[src/rtl/uno_pkg.sv]
// Shared definitions for the unary-mode Horner sequencer: op encodings,
// sequencer states and the default widths of the PE datapath.
package uno_pkg;

    localparam int DEF_MUL_BW    = 16;
    localparam int DEF_ACC_BW    = 32;
    localparam int DEF_NUM_TERMS = 4;
    localparam int DEF_IDX_BW    = 2;

    localparam logic [1:0] OP_GEMM = 2'b00;
    localparam logic [1:0] OP_DIV  = 2'b01;
    localparam logic [1:0] OP_EXP  = 2'b10;
    localparam logic [1:0] OP_LOG  = 2'b11;

    typedef enum logic [1:0] {
        ST_IDLE  = 2'd0,
        ST_RUN   = 2'd1,
        ST_DRAIN = 2'd2,
        ST_DONE  = 2'd3
    } state_t;

    typedef logic signed [DEF_MUL_BW-1:0] coef_t;

endpackage

[src/rtl/uno_coef_rf.sv]
// Coefficient table: one row of NUM_TERMS coefficients per unary op.
// Op 00 has no row; writes to it are ignored and reads of it return 0.
module uno_coef_rf
    import uno_pkg::*;
#(
    parameter int MUL_BW    = DEF_MUL_BW,
    parameter int NUM_TERMS = DEF_NUM_TERMS,
    parameter int IDX_BW    = DEF_IDX_BW
) (
    input  logic              clk,
    input  logic              rst,
    input  logic              we,
    input  logic [1:0]        wr_op,
    input  logic [IDX_BW-1:0] wr_idx,
    input  logic [MUL_BW-1:0] wr_data,
    input  logic [1:0]        rd_op,
    input  logic [IDX_BW-1:0] rd_idx,
    output logic [MUL_BW-1:0] rd_data
);

    logic [MUL_BW-1:0] mem [3][NUM_TERMS];
    logic [1:0]        wr_row;
    logic [1:0]        rd_row;

    assign wr_row = wr_op - 2'd1;
    assign rd_row = rd_op - 2'd1;

    always_ff @(posedge clk or posedge rst) begin
        if (rst) begin
            for (int r = 0; r < 3; r++) begin
                for (int i = 0; i < NUM_TERMS; i++) begin
                    mem[r][i] <= '0;
                end
            end
        end else if (we && wr_op != OP_GEMM && 32'(wr_idx) < NUM_TERMS) begin
            mem[wr_row][wr_idx] <= wr_data;
        end
    end

    always_comb begin
        rd_data = '0;
        if (rd_op != OP_GEMM && 32'(rd_idx) < NUM_TERMS) begin
            rd_data = mem[rd_row][rd_idx];
        end
    end

endmodule

[src/rtl/uno_seq.sv]
// Upstream sequencer that walks one PE through a Horner polynomial, one step
// per cycle, by feeding the PE's output straight back into its MAC input.
module uno_seq
    import uno_pkg::*;
#(
    parameter int MUL_BW    = DEF_MUL_BW,
    parameter int ACC_BW    = DEF_ACC_BW,
    parameter int NUM_TERMS = DEF_NUM_TERMS,
    parameter int IDX_BW    = DEF_IDX_BW
) (
    input  logic              clk,
    input  logic              rst,
    input  logic              cfg_we,
    input  logic [1:0]        cfg_op,
    input  logic [IDX_BW-1:0] cfg_idx,
    input  logic [MUL_BW-1:0] cfg_data,
    input  logic              in_valid,
    output logic              in_ready,
    input  logic [1:0]        in_op,
    input  logic [MUL_BW-1:0] in_x,
    output logic              out_valid,
    input  logic              out_ready,
    output logic [ACC_BW-1:0] out_data,
    output logic              out_err,
    output logic [1:0]        pe_gemm_uno,
    output logic [MUL_BW-1:0] pe_var,
    output logic [MUL_BW-1:0] pe_wc,
    output logic [ACC_BW-1:0] pe_mac,
    input  logic [ACC_BW-1:0] pe_o
);

    localparam int CNT_BW = IDX_BW + 1;
    // step counts cycles since accept minus one: cycle k of an op has step k-1.
    localparam logic [CNT_BW-1:0] RUN_LAST   = CNT_BW'(NUM_TERMS - 1);
    localparam logic [CNT_BW-1:0] DRAIN_LAST = CNT_BW'(NUM_TERMS + 1);
    localparam logic [CNT_BW-1:0] FB_FIRST   = CNT_BW'(2);
    localparam logic [CNT_BW-1:0] FB_LAST    = CNT_BW'(NUM_TERMS);

    state_t            state;
    state_t            state_nx;
    logic [CNT_BW-1:0] step;
    logic [1:0]        op_q;
    logic [MUL_BW-1:0] x_q;
    logic [MUL_BW-1:0] coef_rd;
    logic              accept;
    logic              busy;
    logic              cfg_wr_en;

    // Handshakes: a request transfers on a rising edge where in_valid && in_ready,
    // a result on one where out_valid && out_ready; neither side may retract
    // its valid, and the sequencer never offers both at once.
    assign accept    = in_valid && in_ready;
    assign cfg_wr_en = cfg_we && (state == ST_IDLE);

    uno_coef_rf #(
        .MUL_BW   (MUL_BW),
        .NUM_TERMS(NUM_TERMS),
        .IDX_BW   (IDX_BW)
    ) u_coef_rf (
        .clk    (clk),
        .rst    (rst),
        .we     (cfg_wr_en),
        .wr_op  (cfg_op),
        .wr_idx (cfg_idx),
        .wr_data(cfg_data),
        .rd_op  (op_q),
        .rd_idx (step[IDX_BW-1:0]),
        .rd_data(coef_rd)
    );

    always_ff @(posedge clk or posedge rst) begin
        if (rst) begin
            state <= ST_IDLE;
        end else begin
            state <= state_nx;
        end
    end

    always_comb begin
        state_nx = state;
        case (state)
            ST_IDLE:  if (accept) state_nx = (in_op == OP_GEMM) ? ST_DONE : ST_RUN;
            ST_RUN:   if (step == RUN_LAST) state_nx = ST_DRAIN;
            ST_DRAIN: if (step == DRAIN_LAST) state_nx = ST_DONE;
            ST_DONE:  if (out_ready) state_nx = ST_IDLE;
            default:  state_nx = ST_IDLE;
        endcase
    end

    always_comb begin
        in_ready  = 1'b0;
        out_valid = 1'b0;
        busy      = 1'b0;
        pe_wc     = '0;
        pe_mac    = '0;
        case (state)
            ST_IDLE:  in_ready = !rst;
            ST_RUN:   begin busy = 1'b1; pe_wc = coef_rd; end
            ST_DRAIN: busy = 1'b1;
            ST_DONE:  out_valid = 1'b1;
            default:  ;
        endcase
        // Cycle 2 seeds the chain with 0; from cycle 3 the PE result loops back.
        if (busy && step >= FB_FIRST && step <= FB_LAST) begin
            pe_mac = pe_o;
        end
    end

    assign pe_gemm_uno = op_q;
    assign pe_var      = x_q;

    always_ff @(posedge clk or posedge rst) begin
        if (rst) begin
            step     <= '0;
            op_q     <= OP_GEMM;
            x_q      <= '0;
            out_data <= '0;
            out_err  <= 1'b0;
        end else begin
            if (accept) begin
                step <= '0;
                if (in_op == OP_GEMM) begin
                    out_data <= '0;
                    out_err  <= 1'b1;
                end else begin
                    op_q <= in_op;
                    x_q  <= in_x;
                end
            end else if (busy) begin
                step <= step + CNT_BW'(1);
            end
            if (state == ST_DRAIN && step == DRAIN_LAST) begin
                out_data <= pe_o;
                out_err  <= 1'b0;
            end
        end
    end

endmodule

[config.mk]
export PLATFORM = sky130hd
export DESIGN_NAME = uno_seq
export DESIGN_NICKNAME = d
export VERILOG_FILES = /design/src/rtl/uno_pkg.sv /design/src/rtl/uno_coef_rf.sv /design/src/rtl/uno_seq.sv
export SDC_FILE = /design/constraint.sdc
export NUM_CORES = 1
export LEC_CHECK = 0
export ABC_CLOCK_PERIOD_IN_PS = 19000
export BUFFER_PORTS_ARGS = -buffer_cell sky130_fd_sc_hd__buf_2
export CORE_UTILIZATION = 35
export DETAILED_ROUTE_END_ITERATION = 10
export HOLD_SLACK_MARGIN = 0.05
export PLACE_DENSITY = 0.59
export SYNTH_ARGS = -nofsm -noshare
export SYNTH_HDL_FRONTEND = slang
export SYNTH_SLANG_ARGS = --single-unit
[constraint.sdc]
create_clock -name clk -period 19 [get_ports clk]
set_input_delay 1.9 -clock clk [delete_from_list [all_inputs] [get_ports clk]]
set_output_delay 1.9 -clock clk [all_outputs]
set_load 0.05 [all_outputs]
# Word-level counts from Yosys, hierarchy flattened
# Cells that the tools add are included.
dict set report op_classes {
  n_addsub 3
  order_cmp 8
  eq_ne 9
  n_mux 31
  bitwise 5
  reduce_logical 20
}
# cell count
set ops {}
lappend ops {{$bwmux 192} 1}
lappend ops {{$mux 64} 3}
lappend ops {{$bmux 64 s2} 1}
lappend ops {{$demux 64 s2} 1}
lappend ops {{$mux 32} 4}
lappend ops {{$mux 16} 5}
lappend ops {{$bmux 16 s2} 1}
lappend ops {{$demux 16 s2} 1}
lappend ops {{$ge 3x3->1 const B} 4}
lappend ops {{$not 2->3} 4}
lappend ops {{$mux 2} 5}
lappend ops {{$reduce_bool 2->1} 5}
lappend ops {{$logic_and 1x1->1} 8}
lappend ops {{$ne 2x2->1 const B} 4}
lappend ops {{$pmux 2 s4} 1}
lappend ops {{$lt 3x1->1 const B} 2}
lappend ops {{$mux 1} 6}
lappend ops {{$mux 3} 2}
lappend ops {{$eq 2x2->1 const B} 2}
lappend ops {{$logic_not 2->1} 2}
lappend ops {{$reduce_and 2->1} 2}
lappend ops {{$reduce_and 4->1} 1}
lappend ops {{$sub 2x1->2 const B} 2}
lappend ops {{$add 3x1->3 const B} 1}
lappend ops {{other kinds (8)} 8}
dict set report totals {
  register_bits 248
  out_inout_bits 101
}

# Longest topological paths before layout
dict set report depth {
  depth_word 10
  mapped_depth 9
  depth_no_buf 5
}

# Hierarchy
# From an unflattened synthesis, not the netlist that was laid out.
dict set report hier_totals {
  cells_unflattened 856
  area_unflattened_um2 11649.9
}
# mod instances cells_per_inst area_per_inst_um2 seq_area_each_um2
set by_module_without_submodules {}
lappend by_module_without_submodules {uno_coef_rf 1 575 8851.0 4804.6}
lappend by_module_without_submodules {uno_seq 1 281 2798.9 1401.3}

# Least setup slack after synthesis
# No wires, ideal clock.
dict set report synth_path {
  path_kind {register to output}
  start {register op_q[0], in the netlist pe_gemm_uno[0]}
  end {output pe_wc[0]}
  arrival_time_ns 3.570
  setup_slack_ns 13.530
  path_stages_with_launch 10
  n_path_buf 4
  cell_sequence {dfrtp_1 inv_1 buf_1 ha_1 buf_2 buf_2 nor2b_1 buf_1 a221oi_1 a211oi_1}
}
dict set report synth_via {
  elab_chain_cells 10
  elab_cells_between_ends 11
}
# item line
set synth_lines {}
lappend synth_lines {{from (decl)} uno_seq.sv:42} ;# logic [1:0] op_q;
lappend synth_lines {{from (signal assigned)} uno_seq.sv:126} ;# op_q <= in_op;
lappend synth_lines {{$sub 2x1->2} uno_coef_rf.sv:26} ;# assign rd_row = rd_op - 2'd1;
lappend synth_lines {{$not 2->3 (implied by the code)} uno_coef_rf.sv:43} ;# rd_data = mem[rd_row][rd_idx];
lappend synth_lines {{$bmux 64 s2} uno_coef_rf.sv:43}
lappend synth_lines {{$mux 64 (implied by the code) (2 in a row)} uno_coef_rf.sv:43}
lappend synth_lines {{$bmux 16 s2} uno_coef_rf.sv:43}
lappend synth_lines {{$mux 16 (implied by the code) (2 in a row)} uno_coef_rf.sv:43}
lappend synth_lines {{$mux 16 (*)} uno_coef_rf.sv:42} ;# if (rd_op != OP_GEMM && 32'(rd_idx) < NUM_TERMS) begin
lappend synth_lines {{$mux 16 (*)} uno_seq.sv:96} ;# case (state)
lappend synth_lines {{to (decl)} uno_seq.sv:27} ;# output logic [MUL_BW-1:0] pe_wc,
# Every way passes the cells marked *; elsewhere a longest branch is shown, timed or not. The select of a mux whose other input is x is not followed.

# Final worst setup path
# Same ends and word-level chain as after synthesis.

==> run metrics <==
status finished clean; Max clock buf depth 3; final period utilization 32.9%; Placed Instance Area 12800 µm²; register area share after synthesis 54.0%; PD cells between 150 and 200 nW/µm²; CTS tree yes; fin area 13700 µm²; Worst path slowest cell and2_1; fin crit period 6260 ps; Comb power frac 45.4%; Hold Fails Final Rpt 0; FF+latch count, synth 248; Finished Core Util 42.8%; die height 183 µm; CP Cell Sequence buf_4, inv_1, ha_2, buf_4, and2_1, a221oi_1, a211oi_1, buf_2; setup bufs post-CTS 0; post-synthesis cell type count 41; num ports roughly 180; Root Driver clkbuf_16; Post-synth ARST share 100%; Max-Cap Viols 0; ranking of synthesized cells by instance count dfrtp_1, mux2_2, a22o_1, and2_1, clkbuf_1; Syn Area/Cell ~14 µm²; CTS Sinks ~250; element type at the critical path start register; core region area 32000 µm²; num rows 65; sequential power share approximately a third; Pint ~1.5 mW; leading area contributor after synthesis dfrtp_1; clk slew on worst S/H paths 60 ps; Post-synth EDFFs 0; hold crit path type reg -> reg; post-synth net total 878; Net Sw Power 1.03 mW; synthesized instance count 793; initial antenna violation count 2; layout net count roughly 1000; drt drc 0; Clk network pwr share roughly a fifth; DR iter-0 viols 379; antenna-violating nets left 0; Final Skew 13.8 ps; nature of the critical path endpoint primary output; Post-Route WL 28000 µm; number of global-route vias before repair 7149; sw frac 40.5%; RSZ-0062 raised after global routing false; I/O Buffers 175; grt ovf 0; Setup CP Type reg -> out; cell family with most CP delay buffers and inverters; IR drop worst, VDD around 0.000095 V; hold buffer count at CTS 0; wire length of the first global-routing pass 43300 µm; layout cell share with drive strength beyond 1 55.3%; Lkg Pwr 6.73 nW; gpl congestion 0.704; WP buf/inv 4; setup violators final 0; CP max FO 52; Crit path arrival time 4360 ps; post-DP HPWL 17800 µm; routed len/inst 19.9 µm; Final TNS setup 0 ps; overall power 2.54 mW; worst-skew pair later-pin latency approximately 540 ps; Synth warnings 0; Slew headroom 18.4%; largest net degree at the start of global routing 120; Num CTS Buffers 27; vias 7070; most used cell, CP buf_4; top cell type's share of synthesized area between 50% and 60%; Synth area leaders dfrtp_1, mux2_2, mux4_2; DIE AREA about 34000 µm²; Final Slew Violations 0; Max stage delay on crit path 650 ps; Layout area overhead 19.0%; synthesized area 11500 µm²; ant diodes 0; f_max 160 MHz; top-count cell post-synth dfrtp_1; Overall Global Routing Usage 16.7%; Vias/cell 5.03; Starting Density a little over a third; most common flop cell mapped by yosys dfrtp_1; DRT Pass-1 Iters 4; die width about 180 µm; Req. time, crit path about 17000 ps; Worst Tran Pin Value roughly 1200 ps; post-CTS resize count 0; H-tree Lvls 1
==> cell usage in the layout (no fill, tap or decap), types with 10 or more instances in the layout <==
master / Yosys / layout
a211oi_1: 11 / 11
a221oi_1: 10 / 10
a22o_1: 34 / 34
and2_1: 34 / 34
buf_2: 25 / 175
buf_4: 2 / 19
clkbuf_16: 0 / 27
dfrtp_1: 248 / 247
mux2_2: 244 / 244
mux2_4: 20 / 20
mux2i_1: 12 / 12
mux4_2: 20 / 20
==> per-stage QoR <==
step                setup slack (ps)  hold WS, ps  instances
finish                         12740          486       1405
global route                   12570          508       1405
CTS                            12700          493       1405
detailed placement             13290          477       1357
global placement               13440          472       1357
floorplan                      10290          459        793
==> per-layer routing <==
layer	GRT usage [%]	wire, µm
met5	0	23
met4	3.47	438
met3	2.50	1080
met2	27.3	13300
met1	23.5	13200
==> logic make-up after synthesis <==
| kind of cell | after synthesis | synth area share, % |
|---|---|---|
| xor gates and xnor gates | 1 | 0.0763 |
| adders and majority gates | 10 | 1.09 |
| buffers and inverters | 73 | 2.85 |
| muxes | 302 | 32.1 |
| AOI/OAI and AO/OA | 80 | 5.74 |
| DFF | 248 | 54.0 |
| and+or+nand+nor | 79 | 4.14 |
==> final cells by class <==
class                      count  area (µm²)
fill                        2950       18300
tap                          435         544
inverter                       8        37.5
timing repair buffer         194        1020
clock buffer                  36         749
sequential                   248        6210
clock inverter                12         141
multi-input combinational    472        4970
==> path summary, 6_finish.rpt <==
kind,start,end,slack [ps],depth (start not counted)
max,pe_gemm_uno[0],pe_wc[0],12740,8
min,u_coef_rf.mem[156],u_coef_rf.mem[156],490,1
max in group asynchronous,rst,step[0],15980,3
min in group asynchronous,rst,pe_gemm_uno[1],1570,2
min reg2reg,u_coef_rf.mem[156],u_coef_rf.mem[156],490,1
max reg2reg,state[0],u_coef_rf.mem[105],16100,5
==> registers in the layout (all words and copies together), names as in the netlist <==
signal,flops
out_data,32
out_err,1
pe_gemm_uno,2
pe_var,16
state,2
step,3
u_coef_rf.mem,192
==> power groups by stage <==
| stage | registers, mW | clock network [mW] | logic, mW |
|---|---|---|---|
| after floorplan | 1.02 | 0 | 0.746 |
| after global placement | 0.862 | 0 | 1.15 |
| after detailed placement | 0.865 | 0 | 1.17 |
| after CTS | 0.860 | 0.544 | 1.17 |
| after global routing | 0.889 | 0.565 | 1.23 |
| final | 0.860 | 0.530 | 1.15 |
Note: power is estimated with default switching activity, not from simulation.
